[src/rtl/defines_pkg.sv]
// Shared widths, command payload type and sizing helper for the APB command path.
package defines_pkg;

  localparam int ADDR_W = 32;
  localparam int DATA_W = 32;

  typedef struct packed {
    logic              rw;
    logic [ADDR_W-1:0] addr;
    logic [DATA_W-1:0] data;
  } arb_cmd_t;

  function automatic int clog2_min1(input int n);
    return (n <= 2) ? 1 : $clog2(n);
  endfunction

endpackage

[src/rtl/rr_picker.sv]
// Combinational picker: first set bit of i_elig at or above i_ptr, wrapping.
module rr_picker
  import defines_pkg::*;
#(
  parameter int N  = 4,
  parameter int IW = clog2_min1(N)
) (
  input  logic [N-1:0]  i_elig,
  input  logic [IW-1:0] i_ptr,
  output logic [N-1:0]  o_onehot,
  output logic [IW-1:0] o_idx,
  output logic          o_any
);

  logic [IW-1:0] w_j;

  always_comb begin
    w_j      = '0;
    o_onehot = '0;
    o_idx    = '0;
    o_any    = 1'b0;
    for (int k = 0; k < N; k++) begin
      w_j = IW'((int'(i_ptr) + k) % N);
      if (!o_any && i_elig[w_j]) begin
        o_any         = 1'b1;
        o_onehot[w_j] = 1'b1;
        o_idx         = w_j;
      end
    end
  end

endmodule

[src/rtl/apb_cmd_arbiter.sv]
// N-channel write-first command arbiter feeding the APB command FIFO.
// ARB_RR_EN selects round-robin; otherwise fixed lowest-index priority.
module apb_cmd_arbiter
  import defines_pkg::*;
#(
  parameter int N_CH     = 4,
  parameter int ADDR_W   = defines_pkg::ADDR_W,
  parameter int DATA_W   = defines_pkg::DATA_W,
  parameter int WR_FIRST = 1,
  localparam int IDW     = clog2_min1(N_CH),
  localparam int CMD_W   = IDW + 1 + ADDR_W + DATA_W
) (
  input  logic                     clk,
  input  logic                     rst,
  input  logic [N_CH-1:0]          req_i,
  input  logic [N_CH-1:0]          we_i,
  input  logic [N_CH*ADDR_W-1:0]   addr_i,
  input  logic [N_CH*DATA_W-1:0]   data_i,
  output logic [N_CH-1:0]          gnt_o,
  input  logic                     fifo_full_i,
  output logic                     fifo_wr_en_o,
  output logic [CMD_W-1:0]         fifo_data_o
);

  logic [N_CH-1:0]   w_wr_req;
  logic [N_CH-1:0]   w_elig;
  logic [N_CH-1:0]   w_onehot;
  logic [IDW-1:0]    w_idx;
  logic [IDW-1:0]    w_ptr;
  logic              w_any;
  logic              w_load;
  logic              w_push;
  logic              w_rw;
  logic [ADDR_W-1:0] w_addr;
  logic [DATA_W-1:0] w_wdata;
  logic              r_valid;
  logic [CMD_W-1:0]  r_cmd;

  assign w_wr_req = req_i & we_i;
  assign w_elig   = ((WR_FIRST != 0) && (|w_wr_req)) ? w_wr_req : req_i;

`ifdef ARB_RR_EN
  logic [IDW-1:0] r_ptr;

  always_ff @(posedge clk or posedge rst) begin
    if (rst) begin
      r_ptr <= '0;
    end else if (w_load) begin
      r_ptr <= (w_idx == IDW'(N_CH - 1)) ? '0 : w_idx + IDW'(1);
    end
  end

  assign w_ptr = r_ptr;
`else
  assign w_ptr = '0;
`endif

  rr_picker #(
    .N  (N_CH),
    .IW (IDW)
  ) u_pick (
    .i_elig   (w_elig),
    .i_ptr    (w_ptr),
    .o_onehot (w_onehot),
    .o_idx    (w_idx),
    .o_any    (w_any)
  );

  // The register accepts a new command only when empty or draining now.
  assign w_push = r_valid && !fifo_full_i;
  assign w_load = !rst && w_any && (!r_valid || !fifo_full_i);
  assign gnt_o  = w_load ? w_onehot : '0;

  always_comb begin
    w_addr  = '0;
    w_wdata = '0;
    for (int c = 0; c < N_CH; c++) begin
      if (w_onehot[c]) begin
        w_addr  = addr_i[c*ADDR_W +: ADDR_W];
        w_wdata = data_i[c*DATA_W +: DATA_W];
      end
    end
  end

  assign w_rw = |(w_onehot & we_i);

  always_ff @(posedge clk or posedge rst) begin
    if (rst) begin
      r_valid <= 1'b0;
      r_cmd   <= '0;
    end else if (w_load) begin
      r_valid <= 1'b1;
      r_cmd   <= {w_idx, w_rw, w_addr, (w_rw ? w_wdata : DATA_W'(0))};
    end else if (w_push) begin
      r_valid <= 1'b0;
    end
  end

  assign fifo_wr_en_o = r_valid;
  assign fifo_data_o  = r_cmd;

endmodule
[config.mk]
export PLATFORM = sky130hd
export DESIGN_NAME = apb_cmd_arbiter
export DESIGN_NICKNAME = d
export VERILOG_FILES = /design/src/rtl/defines_pkg.sv /design/src/rtl/rr_picker.sv /design/src/rtl/apb_cmd_arbiter.sv
export SDC_FILE = /design/constraint.sdc
export NUM_CORES = 1
export LEC_CHECK = 0
export ABC_CLOCK_PERIOD_IN_PS = 6200
export BUFFER_PORTS_ARGS = -buffer_cell sky130_fd_sc_hd__buf_4
export CORE_AREA = 2 2 132 134
export CTS_CLUSTER_SIZE = 8
export DETAILED_ROUTE_END_ITERATION = 7
export DIE_AREA = 0 0 134 136
export GPL_TIMING_DRIVEN = 0
export PLACE_DENSITY = 0.6
export SETUP_SLACK_MARGIN = 0.4
export SYNTH_ARGS = -nofsm -noshare
export SYNTH_HDL_FRONTEND = slang
export SYNTH_SLANG_ARGS = --single-unit
[constraint.sdc]
create_clock -name clk -period 6.2 [get_ports clk]
set_input_delay 1.24 -clock clk [delete_from_list [all_inputs] [get_ports clk]]
set_output_delay 1.24 -clock clk [all_outputs]
set_load 0.02 [all_outputs]
==> results of run 1 <==
-- kinds of logic (layout without fill, tap and decap cells) --
group / Yosys count / in the layout / share of synthesized area (%)
compound gates: 216 / 216 / 42.47
simple gates: 78 / 78 / 8.072
flops: 68 / 68 / 43.56
buf+inv: 46 / 400 / 5.894
-- report_power, final --
group          switching (mW)  internal (mW)
Combinational           0.356          0.338
Sequential             0.0554          0.537
Clock                   0.188          0.289
-- worst min path at each step --
stage	from	end	slack, ns	depth (start not counted)
floorplan	fifo_data_o[64]	fifo_data_o[64]	0.60	1
global placement	fifo_data_o[64]	fifo_data_o[64]	0.46	1
detailed placement	fifo_data_o[64]	fifo_data_o[64]	0.47	1
CTS	fifo_data_o[64]	fifo_data_o[64]	0.48	1
global route	fifo_data_o[10]	fifo_data_o[10]	0.51	1
finish	fifo_data_o[64]	fifo_data_o[64]	0.48	1
-- state kept, by name, indices dropped and copies added (netlist names) --
name	flops
fifo_wr_en_o	1
fifo_data_o	67
-- routing by layer --
| metal | up-vias | global-route usage, % |
|---|---|---|
| met3 | 18 | 5.444 |
| met5 | - | 0 |
| met4 | 0 | 5.496 |
| met1 | 2295 | 23.71 |
| met2 | 248 | 34.84 |
| li1 | 2358 | - |
-- cells in the final DEF, fill, tap and decap left out, drive strengths merged --
cell type	n
nand2	37
buf	371
clkbuf	25
a21boi	1
and2	3
nor2	34
a22oi	2
clkinv	2
a211oi	34
and4	2
o21ai	40
nor2b	1
a32o	1
inv	2
a31oi	30
o2bb2ai	34
a41oi	1
dfrtp	68
nand4	1
a222oi	30
a21o	2
a21oi	5
a22o	36
-- per-stage QoR --
stage          setup slack, ns  instances  utilization (%)  area, sq um  TNS, ns
6_report                 1.640        987            41.59         7018        0
5_1_grt                  1.406        987            41.59         7018        0
4_1_cts                  1.536        987            41.59         7018        0
3_5_place_dp             1.549        972            39.98         6748        0
3_3_place_gp           -0.2508        971            39.85         6725  -0.5013
2_1_floorplan            1.239        408                -         3906        0
-- cell type report --
| type | count | area, sq um | area share, % |
|---|---|---|---|
| plain buffers | 44 | 222.7 | 3.173 |
| repair buffers | 339 | 2557 | 36.44 |
| well taps | 225 | 281.5 | 4.011 |
| flip-flops and latches | 68 | 1702 | 24.25 |
| inverters | 2 | 10.01 | 0.1426 |
| clock buffers | 13 | 260.3 | 3.708 |
| clock inverters | 2 | 10.01 | 0.1426 |
| multi-input cells | 294 | 1974 | 28.13 |
-- worst register-to-register path: stages, from the launching register on --
cell       delay, ns
dfrtp_1         0.39
nand2_1         0.08
nand2_1         0.09
a21oi_1         0.42
clkbuf_1        0.39
o21ai_0         0.21
o2bb2ai_1       0.19
==> reports/results.tsv, run 1 <==
metric	value	unit
Max Cap Viol	0	
reg-to-reg slack, setup	4.34	ns
post-CTS sizing	0	
top cells by count, synth	dfrtp_1 (68), nand2_1 (37), a22o_1 (36), o21ai_0 (36)	
Pwr per Cell Area	251.3	mW/mm^2
Congestion Overflow GR	0	
status	complete, no violations	
asr flop ratio synth	100.0	%
Core Region	0.01688	sq mm
sequential area share after synthesis	43.56	%
Final Hold Viols	0	
Worst Reg2Reg Path Length in Cells	6	
Syn Std Cell Area	0.003906	sq mm
syn avg cell area	9.574	sq um
# rows	48	
Pleak	3.316	nW
area leader, netlist	dfrtp_1	
Final #Nets	1025	
Max clock buf depth	2	
CTS Sinks	68	
EDFF count, synth	0	
Setup Buffers After CTS	0	
Yosys top cell area share	43.56	%
top post-synthesis cells by area	dfrtp_1 (44%), a22o_1 (8.1%), a222oi_1 (7.7%)	
cell mode on critical path	buf_4	
#FFs+latches synth	68	
Critical Path Sink	gnt_o[2]	
Worst-Margin Slew	0.5859	ns
Antenna Nets Post-Route	0	
met1 WL	7738	um
final period utilization	73.54	%
Hold Crit Class	reg2reg	
total track usage	19.79	%
Worst-Skew Late Latency	0.33	ns
Starting Density	23.15	%
metal3 WL	1528	um
ANT cells	0	
Net Count, Synth	675	
Worst EP required	4.96	ns
Max Clock Freq	0.2193	GHz
largest net degree at the start of global routing	41	
Slowest cell on crit path	a41oi_1	
number of H-tree levels	3	
met2 WL	9296	um
critical path peak fanout	40	
area grow syn2layout	79.66	%
WL per Instance	19.05	um
critical path type	in2out	
total routed wirelength	18800	um
Distinct cells, synth	27	
Critical path origin	rst	
IO Count	339	
FILL cells	1712	
first-pass GRT wire length	27500	um
Die W	134	um
DR iter-0 viols	268	
layout cells sized above 1	50.79	%
crit path launch type	primary input	
Crit path arrival time	3.32	ns
VDD IR max	0.1325	mV
Final Max Tran Viols	0	
worst path bufs/invs	6	
DR vias	4919	
remaining routing DRC violations	0	
via/cell ratio	4.984	
HPWL Detailed	14700	um
r2r endpoint	fifo_data_o[0]	
Worst path depth	9	
Rel. slew slack	60.93	%
clock-pin slew of the registers on the worst-case setup and hold paths	0.05	ns
most common cell in the netlist	dfrtp_1	
synth warn	0	
minimum clock period after layout	4.560	ns
RSZ-0062 raised after global routing	no	
delay of the slowest cell on the worst path	0.41	ns
vias in the first global route	5070	
die area	0.01822	sq mm
Setup Skew	0.008881	ns
start of the worst register-to-register path	fifo_wr_en_o	
cell family with most CP delay	buffers and inverters	
total clock buffers created by CTS	9	
Die Ht	136	um
PnR Total Power	1.764	mW
RD Place Congestion	0.8176	
root buf cell	clkbuf_16	
DR pass1 iterations	6	
Synth Instances	408	
Port Buffers	338	
CP Capture Type	primary output	
Worst Hold Margin	0.4819	ns
hold buffer count at CTS	0	
CTS tree	yes	
initial antenna violation count	0	
final setup violation count	0	
highest metal used	met4	
Main synth FF type	dfrtp_1	
crit path cell chain	buf_4, inv_4, buf_12, nand2_1, a41oi_1, buf_2, buf_4, and2_1, buf_4	
(Power assumes the default switching activity.)
==> run 2, diff against run 1 <==
Settings changed: ABC_CLOCK_PERIOD_IN_PS 6200 to 4590.
Clock period 6.2 ns to 4.59 ns, I/O delays scaled along.
==> reports/results.tsv, run 2 (synthesized netlist as in run 1, its figures left out) <==
metric	value	unit	change
Final Non-Filler Cells	989		+0.20%
layout cells sized above 1	51.31	%	+0.52 points
Port Buffers	338		unchanged
RD Place Congestion	0.7894		-3.4%
remaining routing DRC violations	0		unchanged
HPWL Detailed	14590	um	-0.75%
total routed wirelength	18600	um	-1.1%
DR iter-0 viols	221		-18%
crit path launch type	primary input		
CP Capture Type	primary output		
Die W	134	um	unchanged
Pleak	3.343	nW	+0.81%
Final #Nets	1026		+0.098%
Starting Density	23.15	%	unchanged
Worst EP required	3.67	ns	-1.29 ns
via/cell ratio	4.990		+0.12%
Core Region	0.01688	sq mm	unchanged
DR pass1 iterations	5		-1
VDD IR max	0.1529	mV	+15%
WL per Instance	18.81	um	-1.3%
Rel. slew slack	44.20	%	-17 points
Worst-Skew Late Latency	0.33	ns	about the same
total track usage	19.62	%	-0.17 points
CTS Sinks	68		unchanged
Placed Cells	972		unchanged
clock-pin slew of the registers on the worst-case setup and hold paths	0.06	ns	about the same
DR vias	4935		+0.33%
first-pass GRT wire length	27240	um	-0.93%
largest net degree at the start of global routing	38		-7.3%
number of H-tree levels	3		unchanged
Die Ht	136	um	unchanged
final setup violation count	0		unchanged
hold buffer count at CTS	0		unchanged
die area	0.01822	sq mm	unchanged
# rows	48		unchanged
Final Hold Viols	0		unchanged
Setup Buffers After CTS	0		unchanged
CTS tree	yes		
Antenna Nets Post-Route	0		unchanged
Setup Skew	0.008155	ns	-0.0007263 ns
Crit path arrival time	2.91	ns	-0.41 ns
Pwr per Cell Area	354.0	mW/mm^2	+41%
Hold Crit Class	reg2reg		
FILL cells	1751		+2.3%
Worst-Margin Slew	0.8325	ns	+0.2466 ns
Max Clock Freq	0.2615	GHz	
IO Count	339		unchanged
initial antenna violation count	0		unchanged
ANT cells	0		unchanged
total clock buffers created by CTS	9		unchanged
final period utilization	83.30	%	
most frequent cells in the layout	buf_4 (339), dfrtp_1 (68), nand2_1 (37), o21ai_0 (36), a22o_1 (36)		
Max Cap Viol	0		unchanged
critical path peak fanout	37		-7.5%
Congestion Overflow GR	0		unchanged
vias in the first global route	5030		-0.79%
area grow syn2layout	81.68	%	
RSZ-0062 raised after global routing	no		
status	complete, no violations		
most common cell after layout, fill and taps aside	buf_4		
number of flip-flops in the largest register	67		unchanged
critical path type	in2out		
root buf cell	clkbuf_16		
Final Max Tran Viols	0		unchanged
minimum clock period after layout	3.824	ns	
Max clock buf depth	2		unchanged
Finished Core Util	42.05	%	+0.47 points
## run 2: what timing repair did
action | in CTS | in global routing
resized for setup | 0 | 1
gates cloned | 1 | 0
endpoints found under the setup margin | 2 | 2
## run 2: routing by layer
metal	GRT usage, %	vias to the layer above	part of all wire, %
met5	0	-	0
met4	7.683	0	2.2
met3	5.220	25	8.7
met2	35.07	249	50
met1	22.32	2314	39
li1	-	2347	-
## run 2: worst max-delay path, stage by stage
cell,delay [ns]
buf_4,0.14
clkinvlp_4,0.32
buf_12,0.27
nand2_1,0.13
a41oi_2,0.31
buf_2,0.31
buf_4,0.22
and2_1,0.14
buf_4,0.13
## run 2: path summary, 6_finish.rpt
check                                     start               to  slack [ns]  depth (start not counted)
worst max-delay path                        rst         gnt_o[1]        0.77                          9
worst min-delay path            fifo_data_o[64]  fifo_data_o[64]        0.48                          1
worst max register to register     fifo_wr_en_o   fifo_data_o[6]        2.63                          6
worst min register to register  fifo_data_o[64]  fifo_data_o[64]        0.48                          1
max in group asynchronous                   rst  fifo_data_o[62]        3.41                          3
min in group asynchronous                   rst  fifo_data_o[29]        0.64                          2
## run 2: cell type report
| class | instances | area (sq um) | share of cell area (%) |
|---|---|---|---|
| Tap cell | 225 | 281.5 | 3.967 |
| Clock inverter | 5 | 82.58 | 1.164 |
| Timing Repair Buffer | 339 | 2557 | 36.04 |
| Clock buffer | 11 | 252.7 | 3.561 |
| Buffer | 44 | 222.7 | 3.138 |
| Sequential cell | 68 | 1702 | 23.98 |
| Timing Repair inverter | 1 | 5.005 | 0.07052 |
| Multi-Input combinational cell | 294 | 1982 | 27.93 |
| Inverter | 2 | 11.26 | 0.1587 |
## run 2: where the power goes
group	switching, mW	internal, mW
registers	0.0745	0.725
logic	0.478	0.457
clock network	0.271	0.507
total	0.824	1.69
## run 2: through the flow
| step | power [mW] | TNS [ns] | hold slack, ns | instance area [sq um] | setup WS (ns) |
|---|---|---|---|---|---|
| floorplan | 1.243 | 0 | 0.5950 | 3910 | 0.9410 |
| global placement | 1.744 | -0.3649 | 0.4661 | 6729 | -0.1830 |
| detailed placement | 1.751 | 0 | 0.4671 | 6749 | 0.2538 |
| CTS | 2.555 | 0 | 0.4802 | 7089 | 0.4638 |
| global route | 2.655 | 0 | 0.5058 | 7097 | 0.5208 |
| finish | 2.512 | 0 | 0.4795 | 7097 | 0.7664 |
